### config.mk
export PLATFORM = sky130hd
export DESIGN_NAME = cn_c2v_gen_flat
export DESIGN_NICKNAME = d
export VERILOG_FILES = /design/src/rtl/cn_c2v_gen_if.sv /design/src/rtl/cn_c2v_gen.sv /design/src/flat_wrapper.sv
export SDC_FILE = /design/constraint.sdc
export NUM_CORES = 1
export LEC_CHECK = 0
export CAP_MARGIN = 5
export CORE_MARGIN = 2
export CORE_UTILIZATION = 45
export CTS_CLUSTER_DIAMETER = 60
export CTS_CLUSTER_SIZE = 16
export DETAILED_ROUTE_END_ITERATION = 6
export GPL_TIMING_DRIVEN = 0
export PLACE_DENSITY_LB_ADDON = 0.25
export SLEW_MARGIN = 5
export SYNTH_ARGS = -nofsm -noshare
export SYNTH_HDL_FRONTEND = slang
export SYNTH_SLANG_ARGS = --single-unit
### constraint.sdc
create_clock -name i_clk -period 5.3 [get_ports i_clk]
set_clock_uncertainty 0.2 [all_clocks]
set_input_delay 1.59 -clock i_clk [delete_from_list [all_inputs] [get_ports i_clk]]
set_output_delay 1.59 -clock i_clk [all_outputs]
set_load 0.02 [all_outputs]
### src/rtl/cn_c2v_gen_if.sv
// cn_c2v_gen_if: handshake bundle for the check-node C2V generator.
//   Load side  : i_ld_vld / o_ld_rdy with the compressed record
//                (i_ld_abs = {min2, min1}, i_ld_idx, i_ld_sign_tot, i_ld_deg).
//   Read side  : i_rd_vld / o_rd_rdy with the requested edge (i_rd_col, i_rd_sign).
//   Output side: o_c2v_vld / i_c2v_rdy with o_c2v (sign-magnitude), o_c2v_col,
//                o_c2v_last.
// Modport slave is the generator; modport master is whoever drives it.
interface cn_c2v_gen_if #(
  parameter int MSG_WIDTH   = 6,
  parameter int COL_CNT_WID = 7
);
  logic                         i_ld_vld;
  logic                         o_ld_rdy;
  logic [(MSG_WIDTH-1)*2-1:0]   i_ld_abs;
  logic [COL_CNT_WID-1:0]       i_ld_idx;
  logic                         i_ld_sign_tot;
  logic [COL_CNT_WID-1:0]       i_ld_deg;
  logic                         i_rd_vld;
  logic                         o_rd_rdy;
  logic [COL_CNT_WID-1:0]       i_rd_col;
  logic                         i_rd_sign;
  logic                         o_c2v_vld;
  logic                         i_c2v_rdy;
  logic [MSG_WIDTH-1:0]         o_c2v;
  logic [COL_CNT_WID-1:0]       o_c2v_col;
  logic                         o_c2v_last;

  modport slave (
    input  i_ld_vld, i_ld_abs, i_ld_idx, i_ld_sign_tot, i_ld_deg,
    input  i_rd_vld, i_rd_col, i_rd_sign, i_c2v_rdy,
    output o_ld_rdy, o_rd_rdy, o_c2v_vld, o_c2v, o_c2v_col, o_c2v_last
  );

  modport master (
    output i_ld_vld, i_ld_abs, i_ld_idx, i_ld_sign_tot, i_ld_deg,
    output i_rd_vld, i_rd_col, i_rd_sign, i_c2v_rdy,
    input  o_ld_rdy, o_rd_rdy, o_c2v_vld, o_c2v, o_c2v_col, o_c2v_last
  );
endinterface

### src/rtl/cn_c2v_gen.sv
// cn_c2v_gen: check-node C2V generator (read side of the check-node sorter).
// Holds up to two compressed check-node records in a ping-pong buffer and
// expands the active record into one sign-magnitude C2V message per accepted
// read request, so one row can be loaded while the previous one is read out.
//
// Ports:
//   i_clk  - clock, all state updates on the rising edge
//   i_rst  - synchronous active-high reset
//   bus    - cn_c2v_gen_if.slave: load, read-request and C2V output handshakes
//
// Build option: define CN_OFFSET_EN for offset min-sum (magnitude reduced by
// OFFSET, saturating at zero). Without it, plain min-sum is produced and the
// OFFSET parameter has no effect.
module cn_c2v_gen #(
  parameter int MSG_WIDTH   = 6,
  parameter int COL_CNT_WID = 7,
  parameter int OFFSET      = 1
) (
  input  logic           i_clk,
  input  logic           i_rst,
  cn_c2v_gen_if.slave    bus
);
  localparam int MAG_W = MSG_WIDTH - 1;
  localparam logic [MAG_W-1:0]       OFF_M   = MAG_W'(OFFSET);
  localparam logic [COL_CNT_WID-1:0] COL_ONE = COL_CNT_WID'(1);

  typedef enum logic {RD_IDLE, RD_RUN} rd_state_e;

  // Unsigned saturating offset: never wraps below zero.
  function automatic logic [MAG_W-1:0] sat_offset(input logic [MAG_W-1:0] mag);
    return (mag > OFF_M) ? (mag - OFF_M) : '0;
  endfunction

  // Record slots (data only, no reset needed: cnt guards their validity)
  logic [MAG_W-1:0]       min1_q [2];
  logic [MAG_W-1:0]       min2_q [2];
  logic [COL_CNT_WID-1:0] idx_q  [2];
  logic                   sign_q [2];
  logic [COL_CNT_WID-1:0] deg_q  [2];

  // Control state
  rd_state_e              state_q, state_d;
  logic                   wp_q, wp_d, rp_q, rp_d;
  logic [1:0]             cnt_q, cnt_d;
  logic [COL_CNT_WID-1:0] edge_q, edge_d;

  // Output register
  logic                   vld_q, vld_d;
  logic [MSG_WIDTH-1:0]   c2v_q, c2v_d;
  logic [COL_CNT_WID-1:0] col_q, col_d;
  logic                   last_q, last_d;

  logic                   ld_rdy, rd_rdy, ld_fire, ld_wr, rd_fire;
  logic                   last_edge, release_ev;
  logic [MAG_W-1:0]       mag_sel, mag_out;
  logic                   sign_out;

  // Handshakes are held low while reset is asserted.
  assign ld_rdy  = ~i_rst & (cnt_q != 2'd2);
  assign rd_rdy  = ~i_rst & (state_q == RD_RUN) & (~vld_q | bus.i_c2v_rdy);
  assign ld_fire = bus.i_ld_vld & ld_rdy;
  // A zero-degree record is handshaken but never stored.
  assign ld_wr   = ld_fire & (bus.i_ld_deg != '0);
  assign rd_fire = bus.i_rd_vld & rd_rdy;

  // Release is count-based, so a degree overrun cannot occur.
  assign last_edge  = (edge_q == (deg_q[rp_q] - COL_ONE));
  assign release_ev = rd_fire & last_edge;

  // The edge holding min1 gets min2; every other edge gets min1.
  assign mag_sel = (bus.i_rd_col == idx_q[rp_q]) ? min2_q[rp_q] : min1_q[rp_q];
`ifdef CN_OFFSET_EN
  assign mag_out = sat_offset(mag_sel);
`else
  assign mag_out = mag_sel;
`endif
  // No negative zero.
  assign sign_out = (mag_out == '0) ? 1'b0 : (sign_q[rp_q] ^ bus.i_rd_sign);

  always_comb begin
    wp_d    = wp_q;
    rp_d    = rp_q;
    cnt_d   = cnt_q;
    edge_d  = edge_q;
    vld_d   = vld_q;
    c2v_d   = c2v_q;
    col_d   = col_q;
    last_d  = last_q;
    state_d = state_q;

    if (ld_wr) wp_d = ~wp_q;
    if (release_ev) rp_d = ~rp_q;

    // Load and release together leave the occupancy unchanged.
    case ({ld_wr, release_ev})
      2'b10:   cnt_d = cnt_q + 2'd1;
      2'b01:   cnt_d = cnt_q - 2'd1;
      default: cnt_d = cnt_q;
    endcase

    if (release_ev)   edge_d = '0;
    else if (rd_fire) edge_d = edge_q + COL_ONE;

    if (rd_fire) begin
      vld_d  = 1'b1;
      c2v_d  = {sign_out, mag_out};
      col_d  = bus.i_rd_col;
      last_d = last_edge;
    end else if (bus.i_c2v_rdy) begin
      vld_d  = 1'b0;
    end

    // Records become readable only from the cycle after they are written.
    case (state_q)
      RD_IDLE: if (cnt_d != 2'd0) state_d = RD_RUN;
      RD_RUN:  if (cnt_d == 2'd0) state_d = RD_IDLE;
      default: state_d = RD_IDLE;
    endcase
  end

  always_ff @(posedge i_clk) begin
    if (i_rst) begin
      state_q <= RD_IDLE;
      wp_q    <= 1'b0;
      rp_q    <= 1'b0;
      cnt_q   <= 2'd0;
      edge_q  <= '0;
      vld_q   <= 1'b0;
      c2v_q   <= '0;
      col_q   <= '0;
      last_q  <= 1'b0;
    end else begin
      state_q <= state_d;
      wp_q    <= wp_d;
      rp_q    <= rp_d;
      cnt_q   <= cnt_d;
      edge_q  <= edge_d;
      vld_q   <= vld_d;
      c2v_q   <= c2v_d;
      col_q   <= col_d;
      last_q  <= last_d;
    end
  end

  always_ff @(posedge i_clk) begin
    if (ld_wr) begin
      min1_q[wp_q] <= bus.i_ld_abs[MAG_W-1:0];
      min2_q[wp_q] <= bus.i_ld_abs[2*MAG_W-1:MAG_W];
      idx_q[wp_q]  <= bus.i_ld_idx;
      sign_q[wp_q] <= bus.i_ld_sign_tot;
      deg_q[wp_q]  <= bus.i_ld_deg;
    end
  end

  assign bus.o_ld_rdy   = ld_rdy;
  assign bus.o_rd_rdy   = rd_rdy;
  assign bus.o_c2v_vld  = vld_q;
  assign bus.o_c2v      = c2v_q;
  assign bus.o_c2v_col  = col_q;
  assign bus.o_c2v_last = last_q;
endmodule

### src/flat_wrapper.sv
// flat-port wrapper written by rule: the top's interface ports become plain ports
module cn_c2v_gen_flat 
#(
  parameter int MSG_WIDTH   = 6,
  parameter int COL_CNT_WID = 7,
  parameter int OFFSET      = 1
)
  (i_clk, i_rst, bus_i_ld_vld, bus_i_ld_abs, bus_i_ld_idx, bus_i_ld_sign_tot, bus_i_ld_deg, bus_i_rd_vld, bus_i_rd_col, bus_i_rd_sign, bus_i_c2v_rdy, bus_o_ld_rdy, bus_o_rd_rdy, bus_o_c2v_vld, bus_o_c2v, bus_o_c2v_col, bus_o_c2v_last);
  cn_c2v_gen_if #(.MSG_WIDTH(MSG_WIDTH), .COL_CNT_WID(COL_CNT_WID)) bus_i ();
  input  logic i_clk;
  input  logic i_rst;
  input wire logic [$bits(bus_i.i_ld_vld)-1:0] bus_i_ld_vld;
  input wire logic [$bits(bus_i.i_ld_abs)-1:0] bus_i_ld_abs;
  input wire logic [$bits(bus_i.i_ld_idx)-1:0] bus_i_ld_idx;
  input wire logic [$bits(bus_i.i_ld_sign_tot)-1:0] bus_i_ld_sign_tot;
  input wire logic [$bits(bus_i.i_ld_deg)-1:0] bus_i_ld_deg;
  input wire logic [$bits(bus_i.i_rd_vld)-1:0] bus_i_rd_vld;
  input wire logic [$bits(bus_i.i_rd_col)-1:0] bus_i_rd_col;
  input wire logic [$bits(bus_i.i_rd_sign)-1:0] bus_i_rd_sign;
  input wire logic [$bits(bus_i.i_c2v_rdy)-1:0] bus_i_c2v_rdy;
  output wire logic [$bits(bus_i.o_ld_rdy)-1:0] bus_o_ld_rdy;
  output wire logic [$bits(bus_i.o_rd_rdy)-1:0] bus_o_rd_rdy;
  output wire logic [$bits(bus_i.o_c2v_vld)-1:0] bus_o_c2v_vld;
  output wire logic [$bits(bus_i.o_c2v)-1:0] bus_o_c2v;
  output wire logic [$bits(bus_i.o_c2v_col)-1:0] bus_o_c2v_col;
  output wire logic [$bits(bus_i.o_c2v_last)-1:0] bus_o_c2v_last;
  assign bus_i.i_ld_vld = bus_i_ld_vld;
  assign bus_i.i_ld_abs = bus_i_ld_abs;
  assign bus_i.i_ld_idx = bus_i_ld_idx;
  assign bus_i.i_ld_sign_tot = bus_i_ld_sign_tot;
  assign bus_i.i_ld_deg = bus_i_ld_deg;
  assign bus_i.i_rd_vld = bus_i_rd_vld;
  assign bus_i.i_rd_col = bus_i_rd_col;
  assign bus_i.i_rd_sign = bus_i_rd_sign;
  assign bus_i.i_c2v_rdy = bus_i_c2v_rdy;
  assign bus_o_ld_rdy = bus_i.o_ld_rdy;
  assign bus_o_rd_rdy = bus_i.o_rd_rdy;
  assign bus_o_c2v_vld = bus_i.o_c2v_vld;
  assign bus_o_c2v = bus_i.o_c2v;
  assign bus_o_c2v_col = bus_i.o_c2v_col;
  assign bus_o_c2v_last = bus_i.o_c2v_last;
  cn_c2v_gen #(.MSG_WIDTH(MSG_WIDTH), .COL_CNT_WID(COL_CNT_WID), .OFFSET(OFFSET)) u_core (.i_clk(i_clk), .i_rst(i_rst), .bus(bus_i));
endmodule
==> reports/qor.yml, run 1 <==
dieArea_um2: 7974
yosysTopAreaCell: "edfxtp_1"
via_per_inst: 4.991
netlist_instances: 254
synth_area_leaders: "edfxtp_1 46%, dfxtp_1 17%, mux2i_1 6.1%, xnor2_1 4.0%, xor2_1 3.7%"
wire_per_inst_um: 15.26
synth_edf_count: 50
final-setup-viol-count: 0
synth_area_um2: 3274
fmax_ghz: 0.2038
synth_nets: 295
layout-drive-gt1-share: 0.08896
pre_cts_ws_ps: 389.4
synth_top_area_frac: 0.4585
ys_warn_count: 0
rsz0062_at_grt: "false"
pwr-share-seq: 0.521
dieWidth_um: 89.30
setup_slack_ps: 393.3
outcome: "complete, no violations"
dpl.hpwl_um: 4666
finalInstanceArea_um2: 4199
postCtsResizedCells: 0
cts.htree.levels: 3
num_vias: 2121
clockBufferDepth: 2
synth.distinct_cells: 34
setup_tns_ps: 0
nets: 362
rows: 31
combPwrFrac: 0.084
synth-seq-area-share: 0.6297
syn_area_per_cell_um2: 12.89
power.leakage_nw: 1.406
path_clk_slew_ps: 70
antenna_found_initial: 0
drv_cap: 0
critPathMaxFanout: 7
cts_sinks: 78
cts-root-buf: "clkbuf_8"
ys_ff_latch: 78
port_buffers: 54
syn_to_final_growth_pct: 28.24
p_int_w: 0.001038
synthFlopType: "edfxtp_1"
grt_pass1_vias: 2204
gr-total-overflow: 0
core-area_um2: 7137
gr-usage-all-layers: 0.1797
fin_crit_ps: 4907
cts_tree: "done"
async_flop_share: 0
p_switching_w: 0.0002665
tightest_slew_ps: 904.3
drv_slew: 0
cts_inserted_buffers: 9
maxSlewHeadroom: 0.3965
ir_worst_vdd_v: 0.0002080
postCtsHoldBufs: 0
grt_start_max_net_pins: 17
cp-end-kind: "output port"
hold_path_class: "flop to flop"
clk_latency_ps: 340
period_share: 0.9258
drt_iter0_drc: 159
final_antenna_net_count: 0
start_kind: "input pin"
start_util: 0.4588
worstPathArrival_ps: 3120
drc: 0
pwr-share-clk: 0.395
pwr_density_cell_nw_per_um2: 310.7
die_h_um: 89.30
critPathKind: "input pin to output port"
cts_setup_buffers: 0
sw_frac_of_total: 0.2043
hold_viol: 0
placedInstanceArea_um2: 3970
required_ps: 3510
place.gp.congestion: 0.7525
routed_wl_um: 6486
io_pins: 55
drt_pass1_iterations: 4
grt_pass1_wl_um: 10520
antennaDiodeCount: 0
layout by cell type, fill, tap and decap left out, types with 2 or more instances in the layout:
| cell | count |
|---|---|
| nor2_1 | 15 |
| clkinv_1 | 2 |
| nor2_2 | 2 |
| nand3_1 | 3 |
| nand3b_1 | 6 |
| nand2b_1 | 7 |
| mux2_2 | 9 |
| clkbuf_8 | 9 |
| xnor2_1 | 15 |
| nor3_1 | 5 |
| mux2i_1 | 20 |
| xor2_1 | 14 |
| clkdlybuf4s50_1 | 54 |
| edfxtp_1 | 50 |
| ha_1 | 3 |
| buf_2 | 2 |
| or3_1 | 2 |
| nor4_1 | 6 |
| clkbuf_1 | 7 |
| buf_6 | 2 |
| inv_1 | 3 |
| nand2_1 | 14 |
| dfxtp_1 | 28 |
| nor3b_1 | 5 |
| nand4_1 | 5 |
| and3_1 | 3 |
| a21oi_1 | 5 |
| o21ai_0 | 16 |
| bufinv_16 | 3 |
Yosys cell counts (all sizes together), types with 2 or more instances:
cell,number
a21oi,5
and3,3
buf,4
clkbuf,5
dfxtp,28
edfxtp,50
ha,3
inv,3
mux2,9
mux2i,20
nand2,14
nand2b,7
nand3,3
nand3b,6
nand4,5
nor2,17
nor3,5
nor3b,5
nor4,6
o21ai,16
or3,2
or4,2
xnor2,15
xor2,14
critical path, cell delays in order:
cell             delay, ps
clkdlybuf4s50_1        550
nor3b_1                320
clkdlybuf4s50_1        660
cell families (layout without fill, tap and decap cells):
kind of cell,after synthesis,after routing,share of synthesized area
AOI/OAI and AO/OA,26,26,0.04471
adders and majority gates,3,3,0.01146
muxes,29,29,0.09209
xor gates and xnor gates,29,29,0.07757
and+or+nand+nor,77,77,0.1276
buffers and inverters,12,84,0.01681
DFF,78,78,0.6297
per-stage QoR:
| stage | util | instances | hold slack [ps] | total power, W |
|---|---|---|---|---|
| 6_report | 0.5884 | 425 | 280.7 | 0.001305 |
| 4_1_cts | 0.5884 | 425 | 289.2 | 0.001310 |
| 2_1_floorplan | - | 254 | 279.9 | 0.0007428 |
| 5_1_grt | 0.5884 | 425 | 318.1 | 0.001347 |
| 3_3_place_gp | 0.5519 | 407 | 263.1 | 0.0007994 |
| 3_5_place_dp | 0.5563 | 409 | 268.2 | 0.0008039 |
final timing paths:
| check | from | end | slack, ps | cells past startpoint |
|---|---|---|---|---|
| setup / recovery | i_rst | bus_o_rd_rdy | 390 | 3 |
| hold / removal | u_core.bus.o_c2v_col[5] | u_core.bus.o_c2v_col[5] | 280 | 2 |
| setup reg to reg | flop | u_core.state_q | 910 | 15 |
| hold reg to reg | u_core.bus.o_c2v_col[5] | u_core.bus.o_c2v_col[5] | 280 | 2 |
per-layer routing:
| metal | vias to the layer above | track usage | wire (µm) |
|---|---|---|---|
| li1 | 1063 | - | - |
| met1 | 1011 | 0.2268 | 2920 |
| met2 | 40 | 0.2983 | 3268 |
| met3 | 7 | 0.03416 | 215 |
| met4 | 0 | 0.08548 | 81 |
| met5 | - | 0 | 0 |
layout make-up:
type / instances / area, µm²
Inverter: 3 / 11.26
Clock buffer: 11 / 131.4
Fill cell: 594 / 2938
Multi-Input combinational cell: 164 / 1162
Buffer: 9 / 43.79
Tap cell: 99 / 123.9
Sequential cell: 78 / 2062
Timing Repair Buffer: 56 / 566.8
Clock inverter: 5 / 97.59
power by group through the flow:
| stage | Clock, W | Combinational (W) | Sequential, W |
|---|---|---|---|
| 4_1_cts | 0.000519 | 0.000111 | 0.000680 |
| 6_report | 0.000515 | 0.000110 | 0.000680 |
| 5_1_grt | 0.000546 | 0.000120 | 0.000682 |
| 3_5_place_dp | 0 | 0.000110 | 0.000694 |
| 3_3_place_gp | 0 | 0.000106 | 0.000694 |
| 2_1_floorplan | 0 | 0.0000450 | 0.000698 |
flip-flops by register name, summed over array words and instances (netlist names), named ones only:
signal / flops
u_core.bus.o_c2v_col: 7
u_core.bus.o_c2v_vld: 1
u_core.state_q: 1
u_core.rp_q: 1
u_core.wp_q: 1
u_core.edge_q: 7
u_core.deg_q: 14
u_core.min2_q: 10
u_core.idx_q: 14
u_core.sign_q: 2
u_core.bus.o_c2v: 6
u_core.bus.o_c2v_last: 1
u_core.cnt_q: 2
u_core.min1_q: 10
(Power assumes the default switching activity.)
==> run 2: changes to the inputs <==
==> constraint.sdc (replaced) <==
create_clock -name i_clk -period 5.3 [get_ports i_clk]
set_clock_uncertainty 0.2 [all_clocks]
set_input_delay 0.53 -clock i_clk [delete_from_list [all_inputs] [get_ports i_clk]]
set_output_delay 0.53 -clock i_clk [all_outputs]
set_load 0.02 [all_outputs]
==> results of run 2 <==
Same layout as run 1 (identical final DEF). Status: complete, no violations.
Among the figures that moved: setup slack after placement 389.4 ps -> 879.5 ps; clock-pin slew on the worst setup and hold paths 70 ps -> 80 ps; setup slack after layout 393.3 ps -> 913.5 ps; end point of the critical path bus_o_rd_rdy -> u_core.state_q
